<file path="src/rtl/freq_div_pkg.sv">
// Shared definitions for the programmable clock divider.
// Holds the parameter defaults and the output-mode encoding, which is
// derived from the active divisor N:
//   N == 0      -> MODE_OFF    (q held low, div_err raised)
//   N == 1      -> MODE_BYPASS (q follows clk)
//   N even >= 2 -> MODE_EVEN   (q is the posedge phase)
//   N odd  >= 3 -> MODE_ODD    (q is the posedge phase ANDed with its negedge copy)
package freq_div_pkg;

  localparam int DEF_WIDTH = 8;
  localparam int DEF_DIV   = 3;

  typedef enum logic [1:0] {
    MODE_OFF    = 2'd0,
    MODE_BYPASS = 2'd1,
    MODE_EVEN   = 2'd2,
    MODE_ODD    = 2'd3
  } mode_e;

  // Callers zero-extend the divisor to 32 bits so one function serves any WIDTH.
  function automatic mode_e mode_of(input logic [31:0] n);
    mode_e m;
    if (n == 32'd0) begin
      m = MODE_OFF;
    end else if (n == 32'd1) begin
      m = MODE_BYPASS;
    end else if (n[0] == 1'b0) begin
      m = MODE_EVEN;
    end else begin
      m = MODE_ODD;
    end
    return m;
  endfunction

endpackage

</file>
<file path="src/rtl/div_core.sv">
// Posedge half of the divider: period counter, half-period phase compare,
// active/pending divisor registers and the mode register.
// Ports:
//   clk, rst (sync, active-low), en (run enable), load (capture div),
//   div     - requested divisor
//   qp      - posedge phase, high while cnt < ceil(N/2)
//   tick    - one-cycle pulse at cnt == 0 (constant 1 in bypass)
//   run     - en as sampled on the last posedge
//   late    - even divisor running half a cycle behind (see below)
//   mode    - output mode of the active divisor
//   div_err - active divisor is zero
module div_core
  import freq_div_pkg::*;
#(
  parameter int WIDTH       = DEF_WIDTH,
  parameter int DEFAULT_DIV = DEF_DIV
) (
  input  logic             clk,
  input  logic             rst,
  input  logic             en,
  input  logic             load,
  input  logic [WIDTH-1:0] div,
  output logic             qp,
  output logic             tick,
  output logic             run,
  output logic             late,
  output mode_e            mode,
  output logic             div_err
);

  localparam logic [WIDTH-1:0] ZERO     = WIDTH'(0);
  localparam logic [WIDTH-1:0] ONE      = WIDTH'(1);
  localparam logic [WIDTH-1:0] RST_DIV  = WIDTH'(DEFAULT_DIV);
  localparam mode_e            RST_MODE = mode_of(32'(DEFAULT_DIV));

  logic [WIDTH-1:0] cnt_r, cnt_s;
  logic [WIDTH-1:0] act_div_r, act_div_s;
  logic [WIDTH-1:0] pend_r, pend_s;
  logic             pend_v_r, pend_v_s;
  logic             qp_r, qp_s;
  logic             tick_r, tick_s;
  logic             run_r;
  logic             late_r, late_s;
  mode_e            mode_r, mode_s;
  logic             div_err_r, div_err_s;
  logic             wrap_s, apply_s, start_s;
  logic [WIDTH:0]   half_s;

  // Next-state: period boundary detection, divisor hand-over, counter and phase.
  always_comb begin
    cnt_s     = ZERO;
    qp_s      = 1'b0;
    tick_s    = 1'b0;
    late_s    = late_r;
    act_div_s = act_div_r;
    apply_s   = 1'b0;

    // The wrap posedge (N-1 -> 0) is the only in-run period boundary.
    if (run_r && en && (act_div_r != ZERO) && (cnt_r == act_div_r - ONE)) begin
      wrap_s = 1'b1;
    end else begin
      wrap_s = 1'b0;
    end

    // A stopped divider (en low) or a zero divisor has no period in progress,
    // so a pending divisor may be taken on any posedge there.
    if (pend_v_r && (!en || wrap_s || (act_div_r == ZERO))) begin
      apply_s   = 1'b1;
      act_div_s = pend_r;
    end else begin
      apply_s   = 1'b0;
      act_div_s = act_div_r;
    end

    // A load on the apply posedge hands over the old value and stays pending.
    pend_s    = load ? div : pend_r;
    pend_v_s  = load | (pend_v_r & ~apply_s);

    mode_s    = mode_of(32'(act_div_s));
    div_err_s = (act_div_s == ZERO);
    // WIDTH+1 bits so that N = 2^WIDTH-1 yields 2^(WIDTH-1), not 0.
    half_s    = ({1'b0, act_div_s} + {{WIDTH{1'b0}}, 1'b1}) >> 1;
    start_s   = !run_r || apply_s || wrap_s;

    // An odd period's q ends half a cycle after its wrap posedge. An even
    // divisor following it is output from the negedge copy so its first high
    // phase cannot start before the odd low phase is complete; it keeps that
    // phase until the divider is stopped.
    if (!en) begin
      late_s = 1'b0;
    end else if (apply_s) begin
      late_s = (mode_s == MODE_EVEN) && ((mode_r == MODE_ODD) || late_r);
    end else begin
      late_s = late_r;
    end

    if (!en) begin
      cnt_s  = ZERO;
      qp_s   = 1'b0;
      tick_s = 1'b0;
    end else begin
      case (mode_s)
        MODE_OFF: begin
          cnt_s  = ZERO;
          qp_s   = 1'b0;
          tick_s = 1'b0;
        end
        MODE_BYPASS: begin
          cnt_s  = ZERO;
          qp_s   = 1'b0;
          tick_s = 1'b1;
        end
        MODE_EVEN, MODE_ODD: begin
          if (start_s) begin
            cnt_s  = ZERO;
            qp_s   = 1'b1;
            tick_s = 1'b1;
          end else begin
            cnt_s  = cnt_r + ONE;
            qp_s   = ({1'b0, cnt_s} < half_s);
            tick_s = 1'b0;
          end
        end
        default: begin
          cnt_s  = ZERO;
          qp_s   = 1'b0;
          tick_s = 1'b0;
        end
      endcase
    end
  end

  // State registers with synchronous active-low reset.
  always_ff @(posedge clk) begin
    if (!rst) begin
      cnt_r     <= ZERO;
      act_div_r <= RST_DIV;
      pend_r    <= ZERO;
      pend_v_r  <= 1'b0;
      qp_r      <= 1'b0;
      tick_r    <= 1'b0;
      run_r     <= 1'b0;
      late_r    <= 1'b0;
      mode_r    <= RST_MODE;
      div_err_r <= (RST_DIV == ZERO);
    end else begin
      cnt_r     <= cnt_s;
      act_div_r <= act_div_s;
      pend_r    <= pend_s;
      pend_v_r  <= pend_v_s;
      qp_r      <= qp_s;
      tick_r    <= tick_s;
      run_r     <= en;
      late_r    <= late_s;
      mode_r    <= mode_s;
      div_err_r <= div_err_s;
    end
  end

  assign qp      = qp_r;
  assign tick    = tick_r;
  assign run     = run_r;
  assign late    = late_r;
  assign mode    = mode_r;
  assign div_err = div_err_r;

endmodule

</file>
<file path="src/rtl/freq_div_n.sv">
// Programmable integer clock divider with 50% duty for every N >= 1.
// Ports:
//   clk     - sole clock (posedge active; negedge feeds the odd-N phase flop)
//   rst     - synchronous active-low reset
//   en      - run enable
//   load    - capture div as the pending divisor
//   div     - requested divisor N
//   q       - divided clock
//   tick    - one-cycle pulse at the start of each q period
//   div_err - active divisor is zero
module freq_div_n
  import freq_div_pkg::*;
#(
  parameter int WIDTH       = DEF_WIDTH,
  parameter int DEFAULT_DIV = DEF_DIV
) (
  input  logic             clk,
  input  logic             rst,
  input  logic             en,
  input  logic             load,
  input  logic [WIDTH-1:0] div,
  output logic             q,
  output logic             tick,
  output logic             div_err
);

  logic  qp_s, tick_s, run_s, late_s, div_err_s;
  mode_e mode_s;
  logic  qn_r, live_r, q_s;

  div_core #(
    .WIDTH       (WIDTH),
    .DEFAULT_DIV (DEFAULT_DIV)
  ) u_core (
    .clk     (clk),
    .rst     (rst),
    .en      (en),
    .load    (load),
    .div     (div),
    .qp      (qp_s),
    .tick    (tick_s),
    .run     (run_s),
    .late    (late_s),
    .mode    (mode_s),
    .div_err (div_err_s)
  );

  // Negedge copy of the phase; live_r also gates q so reset silences q within half a cycle.
  always_ff @(negedge clk) begin
    if (!rst) begin
      qn_r   <= 1'b0;
      live_r <= 1'b0;
    end else begin
      qn_r   <= qp_s;
      live_r <= 1'b1;
    end
  end

  // Output mux selected by the registered mode of the active divisor.
  always_comb begin
    q_s = 1'b0;
    case (mode_s)
      MODE_BYPASS: q_s = clk & run_s;
      MODE_EVEN:   q_s = late_s ? qn_r : qp_s;
      MODE_ODD:    q_s = qp_s & qn_r;
      MODE_OFF:    q_s = 1'b0;
      default:     q_s = 1'b0;
    endcase
  end

  assign q       = q_s & live_r;
  assign tick    = tick_s;
  assign div_err = div_err_s;

endmodule

</file>
<file path="config.mk">
export PLATFORM = sky130hd
export DESIGN_NAME = freq_div_n
export DESIGN_NICKNAME = d
export VERILOG_FILES = /design/src/rtl/freq_div_pkg.sv /design/src/rtl/div_core.sv /design/src/rtl/freq_div_n.sv
export SDC_FILE = /design/constraint.sdc
export NUM_CORES = 1
export LEC_CHECK = 0
export ABC_AREA = 1
export BUFFER_PORTS_ARGS = -buffer_cell sky130_fd_sc_hd__buf_2
export CAP_MARGIN = 20
export CORE_ASPECT_RATIO = 0.5
export CORE_UTILIZATION = 40
export DETAILED_ROUTE_END_ITERATION = 8
export PLACE_DENSITY = 0.61
export SETUP_SLACK_MARGIN = 0.2
export SYNTH_ARGS = -nofsm -noshare
export SYNTH_HDL_FRONTEND = slang
export SYNTH_HIERARCHICAL = 1
export SYNTH_SLANG_ARGS = --single-unit
</file>
<file path="constraint.sdc">
create_clock -name clk -period 4.8 [get_ports clk]
set_input_delay 0.48 -clock clk [delete_from_list [all_inputs] [get_ports clk]]
set_output_delay 0.48 -clock clk [all_outputs]
set_load 0.02 [all_outputs]
</file>
# After elaboration in Yosys (flattened, before gate mapping)
# Index checks and enable logic that the tools add are counted.
dict set report word_totals {
  ff_bits 34
  in_bits 12
  word_cells 65
}
dict set report classes {
  n_addsub 3
  n_lt_le_gt_ge 1
  eq_ne 8
  mux 15
  bitwise_logic 6
  reduce_logical 20
}
# operator n
set ops {}
lappend ops {{logical NOT 8 bit} 2}
lappend ops {{two-way mux 8 bit} 2}
lappend ops {{one-hot mux 8 bit (2 select lines)} 1}
lappend ops {{adder 8 x 1 -> 9 bit (second input constant)} 1}
lappend ops {{adder 8 x 1 -> 8 bit (second input constant)} 1}
lappend ops {{== test 2 bit (second input constant)} 4}
lappend ops {{== test 8 x 1 -> 1 bit (second input constant)} 1}
lappend ops {{== test 8 bit} 1}
lappend ops {{less-than comparator 8 bit} 1}
lappend ops {{nonzero test 8 bit} 1}
lappend ops {{subtractor 8 x 1 -> 8 bit (second input constant)} 1}
lappend ops {{two-way mux 1 bit} 7}
lappend ops {{logical AND 1 bit} 5}
lappend ops {{logical OR 1 bit} 5}
lappend ops {{AND 1 bit} 4}
lappend ops {{== test 2 x 1 -> 1 bit (second input constant)} 2}
lappend ops {{logical NOT 2 bit} 2}
lappend ops {{two-way mux 2 bit} 2}
lappend ops {{one-hot mux 1 bit (4 select lines)} 1}
lappend ops {{OR reduction 2 bit} 2}
lappend ops {{one-hot mux 1 bit (3 select lines)} 1}
lappend ops {{logical NOT 1 bit} 2}
lappend ops {{one-hot mux 1 bit (2 select lines)} 1}
lappend ops {{AND reduction 2 bit} 1}
lappend ops {{other kinds (2)} 2}

# Logic depth before layout (Yosys ltp)
# Gate-level depths: netlist of the first run.
dict set report depth {
  ltp_word 14
  depth_mapped 26
  depth_no_buf 25
}

# Cells and area by module
# Netlist of the first run, hierarchy kept.
# mod n_inst cells_per_inst area_per_inst_um2 seq_area_each_um2
set modules_own_cells {}
lappend modules_own_cells {div_core 1 296 2052.0 640.6}
lappend modules_own_cells {freq_div_n 1 16 102.6 40.0}

==> results of run 1 <==
==> path summary, 6_finish.rpt <==
check | from | endpoint | slack, ps | cells after the start
worst max-delay path | qn_r$_SDFF_NN0_ | q | 700 | 4
worst min-delay path | div[0] | u_core/pend_r[0]$_SDFFE_PN0P_ | 310 | 3
worst max register to register | u_core/act_div_r[0]$_SDFF_PN1_ | u_core/qp$_SDFF_PN0_ | 1250 | 24
worst min register to register | u_core/pend_r[7]$_SDFFE_PN0P_ | u_core/pend_r[7]$_SDFFE_PN0P_ | 470 | 2
==> cell families (layout without fill, tap and decap cells) <==
kind of cell	Yosys count	in the layout	share of synthesized area (%)
simple gates	159	159	35.77
buf+inv	60	82	10.86
compound gates	34	34	9.351
flops	34	34	31.59
fa+ha+maj	13	13	7.550
xor+xnor	12	12	4.878
==> state kept, by name, indices dropped and copies added, names as in the netlist, 2 cells and up <==
signal,flops
u_core/mode,2
u_core/cnt_r,8
u_core/act_div_r,8
u_core/pend_r,8
==> power breakdown <==
| part | internal (µW) | switching, µW | leakage [µW] |
|---|---|---|---|
| Clock | 189 | 115 | 0.0000940 |
| Sequential | 296 | 11.4 | 0.000279 |
| Combinational | 43.1 | 82.8 | 0.000871 |
| Total | 528 | 210 | 0.00124 |
==> layer usage <==
metal | vias to the layer above | global-route usage, %
li1 | 1007 | -
met1 | 849 | 23.51
met2 | 41 | 29.74
met3 | 2 | 8.232
met4 | 0 | 5.093
met5 | - | 0
==> tightest hold or removal path, cell delays in order <==
cell,delay [ps]
sky130_fd_sc_hd__buf_2,70
sky130_fd_sc_hd__nor2_1,40
sky130_fd_sc_hd__nor2_1,80
==> per-stage QoR <==
step           total power (µW)  hold slack [ps]  area, µm²  cells  util (%)
4_1_cts                   745.7            297.4       2436    404     48.29
5_1_grt                   782.6            329.0       2436    404     48.29
3_3_place_gp              441.5            449.6       2288    392     45.36
6_report                  737.5            313.2       2436    404     48.29
2_1_floorplan             416.7            429.5       2155    312         -
3_5_place_dp              445.2            469.3       2288    392     45.36
==> cell usage in the layout (no fill, tap or decap), types with 2 or more instances in the layout <==
master | synthesis | layout
sky130_fd_sc_hd__o21ai_0 | 10 | 10
sky130_fd_sc_hd__o21ai_1 | 4 | 4
sky130_fd_sc_hd__xnor2_1 | 2 | 2
sky130_fd_sc_hd__clkbuf_8 | 0 | 8
sky130_fd_sc_hd__nand2_2 | 8 | 8
sky130_fd_sc_hd__nand2_1 | 78 | 78
sky130_fd_sc_hd__nand2_4 | 4 | 4
sky130_fd_sc_hd__dfxtp_1 | 34 | 34
sky130_fd_sc_hd__nand3_1 | 24 | 24
sky130_fd_sc_hd__ha_1 | 13 | 13
sky130_fd_sc_hd__nor3_1 | 3 | 3
sky130_fd_sc_hd__a21oi_2 | 2 | 2
sky130_fd_sc_hd__nand4_1 | 4 | 4
sky130_fd_sc_hd__inv_1 | 43 | 44
sky130_fd_sc_hd__a21oi_1 | 12 | 12
sky130_fd_sc_hd__xor2_1 | 10 | 10
sky130_fd_sc_hd__nor2_4 | 3 | 3
sky130_fd_sc_hd__buf_2 | 1 | 14
sky130_fd_sc_hd__nor2_1 | 22 | 22
sky130_fd_sc_hd__inv_2 | 12 | 12
sky130_fd_sc_hd__nor2_2 | 10 | 10
==> area by class of cell <==
class	count	area, µm²	area share, %
Sequential cell	34	680.7	27.94
Timing Repair Buffer	13	65.06	2.671
Clock inverter	3	12.51	0.5136
Clock buffer	11	143.9	5.907
Multi-Input combinational cell	218	1240	50.90
Inverter	55	206.4	8.475
Tap cell	70	87.58	3.595
==> metrics.log, run 1 <==
[metrics] outcome: completed
[metrics] number of remaining DRC errors: 0
[metrics] routed vias/inst: 4.700
[metrics] power per cell area: 302.7 nW/µm²
[metrics] setup TNS: 0 ps
[metrics] routed vias: 1899
[metrics] post-synthesis to final-layout area growth: 13.07%
[metrics] share of flip-flops with an asynchronous set or reset: 0%
[metrics] number of synthesis warnings: 6
[metrics] gate count after technology mapping: 312
[metrics] initial core utilization: 42.71%
[metrics] Final Setup Violations: 0
[metrics] RePlAce Congestion: 0.8144
[metrics] top area cells in the synthesized netlist: sky130_fd_sc_hd__dfxtp_1 32%, sky130_fd_sc_hd__nand2_1 14%, sky130_fd_sc_hd__ha_1 7.5%
[metrics] number of top-level pins: 15
[metrics] Pleak: 0.001244 µW
[metrics] Post-Route M1 WL: 2330 µm
[metrics] post-synthesis cell area: 2155 µm²
[metrics] number of standard-cell rows in the floorplan: 18
[metrics] largest net degree at the start of global routing: 17
[metrics] Vert. Die Dim: 53.90 µm
[metrics] actual transition at the worst max-transition pin: 407.0 ps
[metrics] Initial DRT Pass Iterations: 4
[metrics] minimum setup slack after placement: 1175 ps
[metrics] placeable core region: 5045 µm²
[metrics] fraction of the yosys area taken by sequential cells: 31.59%
[metrics] unrepaired setup endpoints after global routing: no
[metrics] Congestion Overflow GR: 0
[metrics] final hold violation count: 0
[metrics] Synth Net Count: 337
[metrics] clock skew after layout: 70.17 ps
[metrics] total buffers and inverters traversed by the critical path: 1
[metrics] number of enable-type register cells in the synthesized netlist: 0
[metrics] Post-Route WL: 4636 µm
[metrics] Slew Limit Headroom: 72.84%
[metrics] number of library cell types mapped by synthesis: 33
[metrics] clock tree from TritonCTS: built
[metrics] overall die width: 105.8 µm
[metrics] average routed wire per standard cell: 11.48 µm
[metrics] Top delay family on crit path: flip-flops
[metrics] Post-synth top flop: sky130_fd_sc_hd__dfxtp_1
[metrics] Avg Synthesized Cell Area: 6.906 µm²
[metrics] Critical Path Source Type: flop
[metrics] worst vdd ir: 0.2143 mV
[metrics] clock latency on the worst-skew pair: 460 ps
[metrics] wire length of the first global-routing pass: 7748 µm
[metrics] number of instances resized during post-cts repair: 0
[metrics] met2 layer wire length in the routed design: 1959 µm
[metrics] post-synthesis register bit count: 34
[metrics] count of antenna-violating nets left after detailed routing: 0
[metrics] Critical Setup Path Class: reg -> out
[metrics] 1st-iter DRT viols: 58
[metrics] clock-pin slew of the registers on the worst-case setup and hold paths: 70 ps
[metrics] antenna fix cells: 0
[metrics] Critical Path Slowest Stage Cell: sky130_fd_sc_hd__dfxtp_1
[metrics] Hold WC Path Type: in -> reg
[metrics] number of global-route vias before repair: 1707
[metrics] number of buffers added to fix hold violations after cts: 0
[metrics] post-CTS setup buffer count: 0
[metrics] total of fill cells in the finished design: 543
[metrics] Max Transition Viols Final: 0
[metrics] Max-cap violations: 0
[metrics] critical path fanouts, max: 1
[metrics] Cell Chain, Critical Path: o21bai_1 > nand2_1 > a21oi_2 > buf_2
[metrics] cell taking the most area after synthesis: sky130_fd_sc_hd__dfxtp_1
[metrics] area of the die: 5702 µm²
[metrics] Commonest cells post-synth: 78 x sky130_fd_sc_hd__nand2_1, 43 x sky130_fd_sc_hd__inv_1, 34 x sky130_fd_sc_hd__dfxtp_1
[metrics] top routing layer in use: met4
[metrics] count of port buffers added during placement: 14
[metrics] Detailed Place HPWL: 3695 µm
[metrics] signal arrival time at the worst endpoint: 3620 ps
[metrics] stage delay of the slowest cell on the critical path: 310 ps
[metrics] critical path capture point type: primary output
[metrics] total number of nets in the final design: 358
[metrics] global-route total usage across every layer: 18.73%
[metrics] portion of synthesized cell area occupied by the leading cell type: 31.59%
[metrics] met3 layer wire length in the routed design: 320 µm
[metrics] fraction of layout instances using a drive strength above 1: 20.36%
[metrics] most used standard cell by instance count after synthesis: sky130_fd_sc_hd__nand2_1
[metrics] initial antenna violation count: 0
[metrics] data required time of the worst path: 4320 ps
[metrics] slack of the critical path: 698.5 ps
Note: power is estimated with default switching activity, not from simulation.
==> run 2, diff against run 1 <==
--- a/config.mk
+++ b/config.mk
@@ -12,6 +12,7 @@
 export CORE_UTILIZATION = 40
 export DETAILED_ROUTE_END_ITERATION = 8
 export PLACE_DENSITY = 0.61
+export REMOVE_ABC_BUFFERS = 1
 export SETUP_SLACK_MARGIN = 0.2
 export SYNTH_ARGS = -nofsm -noshare
 export SYNTH_HDL_FRONTEND = slang
==> metrics.log, run 2 (synthesized netlist as in run 1, its figures left out) <==
[metrics] Combinational Power Share: 16.4%
[metrics] worst r2r path cells: 22
[metrics] multi-input combinational cell area: 1240 µm²
[metrics] Slew Limit Headroom: 73.36%
[metrics] critical path capture point type: primary output
[metrics] Net Switching: 209.3 µW
[metrics] sw frac: 27.59%
[metrics] Pleak: 0.001249 µW
[metrics] sequential share of power: 40.4%
[metrics] Critical Setup Path Class: reg -> out
[metrics] number of instances resized during post-cts repair: 0
[metrics] outcome: completed
[metrics] average routed wire per standard cell: 10.99 µm
[metrics] post-CTS setup buffer count: 0
[metrics] number of remaining DRC errors: 0
[metrics] Pint: 549.1 µW
[metrics] worst vdd ir: 0.2310 mV
[metrics] data required time of the worst path: 4320 ps
[metrics] placeable core region: 5045 µm²
[metrics] area of the die: 5702 µm²
[metrics] clock-pin slew of the registers on the worst-case setup and hold paths: 70 ps
[metrics] fraction of layout instances using a drive strength above 1: 20.66%
[metrics] most frequent cells in the layout: 78 x sky130_fd_sc_hd__nand2_1, 44 x sky130_fd_sc_hd__inv_1, 34 x sky130_fd_sc_hd__dfxtp_1
[metrics] final hold violation count: 0
[metrics] Initial DRT Pass Iterations: 4
[metrics] number of global-route vias before repair: 1669
[metrics] count of antenna-violating nets left after detailed routing: 0
[metrics] actual transition at the worst max-transition pin: 398.8 ps
[metrics] Critical Path Slowest Stage Cell: sky130_fd_sc_hd__dfxtp_1
[metrics] Max-cap violations: 0
[metrics] setup TNS: 0 ps
[metrics] Final Instance Area: 2446 µm²
[metrics] Detailed Place HPWL: 3573 µm
[metrics] cell area after placement: 2288 µm²
[metrics] number of standard-cell rows in the floorplan: 18
[metrics] global-route total usage across every layer: 17.66%
[metrics] unrepaired setup endpoints after global routing: no
[metrics] Cell Chain, Critical Path: o21bai_1 > nand2_1 > a21oi_2 > buf_2
[metrics] initial antenna violation count: 0
[metrics] clock tree from TritonCTS: built
[metrics] utilization of the core after routing: 48.49%
[metrics] number of buffers added to fix hold violations after cts: 0
[metrics] Vert. Die Dim: 53.90 µm
[metrics] commonest non-fill, non-tap cell in the layout: sky130_fd_sc_hd__nand2_1
[metrics] routed vias/inst: 4.505
[metrics] total number of nets in the final design: 358
[metrics] clock network fraction of total power: 43.1%
[metrics] RePlAce Congestion: 0.8139
[metrics] clock latency on the worst-skew pair: 450 ps
[metrics] sequential cell area: 680.7 µm²
[metrics] count of port buffers added during placement: 14
[metrics] stage delay of the slowest cell on the critical path: 290 ps
[metrics] largest net degree at the start of global routing: 17
[metrics] total of fill cells in the finished design: 536
[metrics] antenna fix cells: 0
[metrics] Congestion Overflow GR: 0
[metrics] 1st-iter DRT viols: 68
[metrics] clock skew after layout: 70.85 ps
[metrics] largest registers: u_core/act_div_r x8, u_core/cnt_r x8, u_core/pend_r x8
[metrics] number of top-level pins: 15
[metrics] power per cell area: 310.0 nW/µm²
[metrics] critical path fanouts, max: 1
[metrics] overall die width: 105.8 µm
[metrics] post-synthesis to final-layout area growth: 13.53%
[metrics] signal arrival time at the worst endpoint: 3580 ps
[metrics] Hold WC Path Type: in -> reg
[metrics] wire length of the first global-routing pass: 7555 µm
[metrics] Final Setup Violations: 0
[metrics] Max Transition Viols Final: 0
[metrics] routed vias: 1820
[metrics] Critical Path Source Type: flop
[metrics] initial core utilization: 42.71%
[metrics] Post-Route WL: 4438 µm
[metrics] number of cells traversed by the worst hold path: 3
[run 2: changes by cell type in the layout (fill, tap and decap cells not counted)]
cell,change
sky130_fd_sc_hd__clkinv_4,+1
sky130_fd_sc_hd__bufinv_16,+1
sky130_fd_sc_hd__clkbuf_1,-1
sky130_fd_sc_hd__clkbuf_16,-1
[run 2: metal layers]
| layer | part of all wire, % | global-route usage, % | up-vias |
|---|---|---|---|
| met5 | 0 | 0 | - |
| met3 | 5.3 | 6.416 | 2 |
| met4 | 0.50 | 2.778 | 0 |
| met2 | 40 | 26.91 | 25 |
| li1 | - | - | 1013 |
| met1 | 55 | 24.36 | 780 |
[run 2: layout make-up]
type | instances | area share [%]
multi-input combinational | 218 | 50.69
clock inverter | 5 | 2.097
sequential | 34 | 27.83
timing repair buffer | 13 | 2.660
inverter | 55 | 8.440
tap | 70 | 3.581
clock buffer | 9 | 4.706
[run 2: through the flow]
step | hold WS [ps] | total power [µW] | setup slack [ps] | cells
floorplan | 429.5 | 414.3 | 1236 | 308
global placement | 447.8 | 442.4 | 1216 | 392
detailed placement | 453.5 | 443.8 | 1196 | 392
CTS | 335.0 | 767.8 | 721.2 | 404
global route | 347.0 | 807.5 | 607.5 | 404
finish | 340.8 | 758.4 | 740.9 | 404
[run 2: worst max-delay path, delay by kind of cell, from the launching register on]
kind / cells / cell delay (ps)
flip-flops: 1 / 290
AND/OR/NAND/NOR: 1 / 80
AO/OA/AOI/OAI: 2 / 190
buffers and inverters: 1 / 170
[run 2: power groups by stage]
stage | registers, µW | clock network, µW | logic (µW)
finish | 306 | 327 | 125
global route | 308 | 356 | 143
CTS | 306 | 336 | 125
detailed placement | 313 | 6.80 | 124
global placement | 313 | 6.80 | 123
floorplan | 311 | 6.50 | 97.0
[run 2: path summary, 6_finish.rpt]
kind	start	end	slack (ps)
max	qn_r$_SDFF_NN0_	q	740
min	div[0]	u_core/pend_r[0]$_SDFFE_PN0P_	340
max reg2reg	u_core/act_div_r[1]$_SDFF_PN1_	u_core/qp$_SDFF_PN0_	1150
min reg2reg	u_core/pend_r[3]$_SDFFE_PN0P_	u_core/pend_r[3]$_SDFFE_PN0P_	460
==> run 3, diff against run 2 <==
--- a/config.mk
+++ b/config.mk
@@ -5,13 +5,13 @@
 export SDC_FILE = /design/constraint.sdc
 export NUM_CORES = 1
 export LEC_CHECK = 0
-export ABC_AREA = 1
+export ABC_AREA = 0
 export BUFFER_PORTS_ARGS = -buffer_cell sky130_fd_sc_hd__buf_2
 export CAP_MARGIN = 20
 export CORE_ASPECT_RATIO = 0.5
 export CORE_UTILIZATION = 40
 export DETAILED_ROUTE_END_ITERATION = 8
-export PLACE_DENSITY = 0.61
+export PLACE_DENSITY = 0.63
 export REMOVE_ABC_BUFFERS = 1
 export SETUP_SLACK_MARGIN = 0.2
 export SYNTH_ARGS = -nofsm -noshare
==> constraint.sdc (replaced) <==
create_clock -name clk -period 3.3 [get_ports clk]
set_input_delay 0.33 -clock clk [delete_from_list [all_inputs] [get_ports clk]]
set_output_delay 0.33 -clock clk [all_outputs]
set_load 0.02 [all_outputs]
==> metrics.log, run 3 <==
[metrics] outcome: complete, but fails checks
[metrics] violated checks: negative setup slack
[metrics] worst r2r path cells: 16
[metrics] Initial DRT Pass Iterations: 4
[metrics] Critical Path Slowest Stage Cell: sky130_fd_sc_hd__dfxtp_4
[metrics] number of standard-cell rows in the floorplan: 18
[metrics] RePlAce Congestion: 0.9061
[metrics] cell area after placement: 2515 µm²
[metrics] Detailed Place HPWL: 4256 µm
[metrics] Max Transition Viols Final: 0
[metrics] routed vias: 2004
[metrics] data required time of the worst path: 3560 ps
[metrics] Hold WC Path Type: in -> reg
[metrics] clock latency on the worst-skew pair: 480 ps
[metrics] number of library cell types mapped by synthesis: 46
[metrics] Post-Route WL: 5892 µm
[metrics] Top delay family on crit path: compound AO/OA/AOI/OAI gates
[metrics] Slew Limit Headroom: 55.37%
[metrics] Congestion Overflow GR: 0
[metrics] number of enable-type register cells in the synthesized netlist: 0
[metrics] number of synthesis warnings: 6
[metrics] multi-input combinational cell area: 1595 µm²
[metrics] most used standard cell by instance count after synthesis: sky130_fd_sc_hd__dfxtp_1
[metrics] initial antenna violation count: 0
[metrics] final hold violation count: 0
[metrics] global-route total usage across every layer: 22.00%
[metrics] antenna fix cells: 0
[metrics] 1st-iter DRT viols: 111
[metrics] Pleak: 0.001285 µW
[metrics] Min-Delay Startpoint: div[6]
[metrics] worst vdd ir: 0.2776 mV
[metrics] Cell Chain, Critical Path: nor4_4 > buf_4 > and3_1 > o22a_1 > a41o_4 > mux2i_4 > inv_2 > ha_4 > xor2_1 > ha_1 > a21boi_1 > o21ai_1 > nand2b_1 > a211oi_2 > o31ai_1 > a211oi_1
[metrics] number of global-route vias before repair: 1922
[metrics] minimum setup slack after placement: -363.5 ps
[metrics] total number of nets in the final design: 326
[metrics] fraction of the yosys area taken by sequential cells: 30.11%
[metrics] number of remaining DRC errors: 0
[metrics] capture endpoint of the worst hold path: u_core/pend_r[6]$_SDFFE_PN0P_
[metrics] setup TNS: -73.23 ps
[metrics] Commonest cells post-synth: 34 x sky130_fd_sc_hd__dfxtp_1, 17 x sky130_fd_sc_hd__nand2_1, 17 x sky130_fd_sc_hd__xor2_1
[metrics] Final Setup Violations: 1
[metrics] portion of synthesized cell area occupied by the leading cell type: 30.11%
[metrics] gate count after technology mapping: 253
[metrics] total of fill cells in the finished design: 451
[metrics] number of cells traversed by the worst hold path: 3
[metrics] post-synthesis register bit count: 34
[metrics] Critical Setup Path Class: reg -> reg
[metrics] Min Clock Period, post-route: 3373 ps
[metrics] clock-pin slew of the registers on the worst-case setup and hold paths: 50 ps
[metrics] wire length of the first global-routing pass: 9183 µm
[metrics] placeable core region: 5180 µm²
[metrics] startpoint of the most critical register-to-register path: u_core/act_div_r[3]$_SDFF_PN0_
[metrics] Final Instance Area: 2974 µm²
[metrics] most frequent cells in the layout: 32 x sky130_fd_sc_hd__buf_4, 29 x sky130_fd_sc_hd__dfxtp_1, 17 x sky130_fd_sc_hd__xor2_1, 17 x sky130_fd_sc_hd__nand2_1, 16 x sky130_fd_sc_hd__nor2b_1
[metrics] stage delay of the slowest cell on the critical path: 380 ps
[metrics] unrepaired setup endpoints after global routing: yes
[metrics] final worst path period share: 102.2%
[metrics] post-synthesis cell area: 2261 µm²
[metrics] r2r endpoint: u_core/qp$_SDFF_PN0_
[metrics] top area cells in the synthesized netlist: sky130_fd_sc_hd__dfxtp_1 30%, sky130_fd_sc_hd__ha_1 7.2%, sky130_fd_sc_hd__xor2_1 6.6%
[metrics] slack of the critical path: -73.23 ps
[metrics] initial core utilization: 43.65%
[metrics] actual transition at the worst max-transition pin: 664.3 ps
[metrics] sequential cell area: 691.9 µm²
[metrics] Post-synth top flop: sky130_fd_sc_hd__dfxtp_1
[metrics] total buffers and inverters traversed by the critical path: 2
[metrics] achievable clock frequency: 296.5 MHz
[metrics] cell taking the most area after synthesis: sky130_fd_sc_hd__dfxtp_1
[metrics] Vert. Die Dim: 55.16 µm
[metrics] critical path fanouts, max: 6
[metrics] routed vias/inst: 5.387
[metrics] share of flip-flops with an asynchronous set or reset: 0%
[metrics] count of antenna-violating nets left after detailed routing: 0
[metrics] number of top-level pins: 15
[metrics] overall die width: 108.3 µm
[metrics] average routed wire per standard cell: 15.84 µm
[metrics] Critical Path Source Type: flop
[metrics] power per cell area: 469.5 nW/µm²
[metrics] largest net degree at the start of global routing: 24
[metrics] commonest non-fill, non-tap cell in the layout: sky130_fd_sc_hd__buf_4
[metrics] critical path capture point type: flop
[metrics] largest registers: u_core/act_div_r x8, u_core/cnt_r x8, u_core/pend_r x8
[metrics] clock tree from TritonCTS: built
[metrics] Avg Synthesized Cell Area: 8.936 µm²
[metrics] Max-cap violations: 0
[metrics] count of port buffers added during placement: 14
[metrics] fraction of layout instances using a drive strength above 1: 31.13%
[metrics] post-synthesis to final-layout area growth: 31.54%
[metrics] area of the die: 5975 µm²
[metrics] clock skew after layout: 90.32 ps
[metrics] signal arrival time at the worst endpoint: 3630 ps
[metrics] R2R Setup Slk: -70 ps
-- run 3: per-layer routing --
| layer | wire [µm] | global-route usage [%] | vias up |
|---|---|---|---|
| met5 | 0 | 0 | - |
| li1 | - | - | 1005 |
| met3 | 338 | 7.377 | 8 |
| met2 | 2549 | 33.76 | 52 |
| met1 | 2916 | 27.14 | 939 |
| met4 | 87 | 14.19 | 0 |
-- run 3: worst max-delay path by stage --
stage,cells after the start,start,to,slack (ps)
after floorplan,17,u_core/act_div_r[0]$_SDFF_PN1_,u_core/qp$_SDFF_PN0_,-840
after global placement,17,u_core/act_div_r[0]$_SDFF_PN1_,u_core/qp$_SDFF_PN0_,-130
after detailed placement,17,u_core/act_div_r[0]$_SDFF_PN1_,u_core/qp$_SDFF_PN0_,-360
after CTS,15,u_core/act_div_r[2]$_SDFF_PN0_,u_core/qp$_SDFF_PN0_,20
after global routing,19,u_core/act_div_r[1]$_SDFF_PN1_,u_core/qp$_SDFF_PN0_,-240
final,16,u_core/act_div_r[3]$_SDFF_PN0_,u_core/qp$_SDFF_PN0_,-70
-- run 3: logic make-up after synthesis --
| logic type | after synthesis | synth area share, % |
|---|---|---|
| multiplexers | 18 | 9.076 |
| flip-flops | 34 | 30.11 |
| XOR/XNOR | 26 | 10.07 |
| AO/OA/AOI/OAI | 46 | 13.28 |
| buffers and inverters | 18 | 6.198 |
| adder cells (fa/ha/maj) | 13 | 7.194 |
| AND/OR/NAND/NOR | 98 | 24.07 |
-- run 3: metrics by stage --
step / std cells / total power (µW) / hold slack, ps / utilization [%]
global placement: 354 / 645.1 / 555.7 / 48.55
global route: 372 / 1453 / 204.4 / 57.42
floorplan: 242 / 575.3 / 391.9 / -
CTS: 370 / 1385 / 188.6 / 55.53
finish: 372 / 1396 / 192.2 / 57.42
detailed placement: 354 / 649.2 / 557.1 / 48.55
-- run 3: worst min-delay path: stages --
cell and delay, ps:
sky130_fd_sc_hd__buf_2 70, sky130_fd_sc_hd__mux2i_1 50, sky130_fd_sc_hd__nor2b_1 90
-- run 3: where the power goes --
| part | total, µW | internal [µW] | switching [µW] |
|---|---|---|---|
| registers | 451 | 428 | 22.5 |
| logic | 226 | 109 | 117 |
| clock network | 720 | 512 | 208 |
| total | 1400 | 1050 | 347 |
-- run 3: area by class of cell --
cell class / count / share of cell area (%)
Clock buffer: 9 / 6.984
Inverter: 6 / 0.8414
Clock inverter: 5 / 1.557
Tap cell: 70 / 2.945
Multi-Input combinational cell: 202 / 53.64
Timing Repair Buffer: 46 / 10.77
Sequential cell: 34 / 23.26
-- run 3: timing repair --
item | in CTS | in global routing
pin swaps | 20 | 7
setup buffers | 4 | 1
hold buffers | 0 | 0
endpoints found under the setup margin | 13 | 13
gates cloned | 0 | 1
resized for setup | 28 | 18
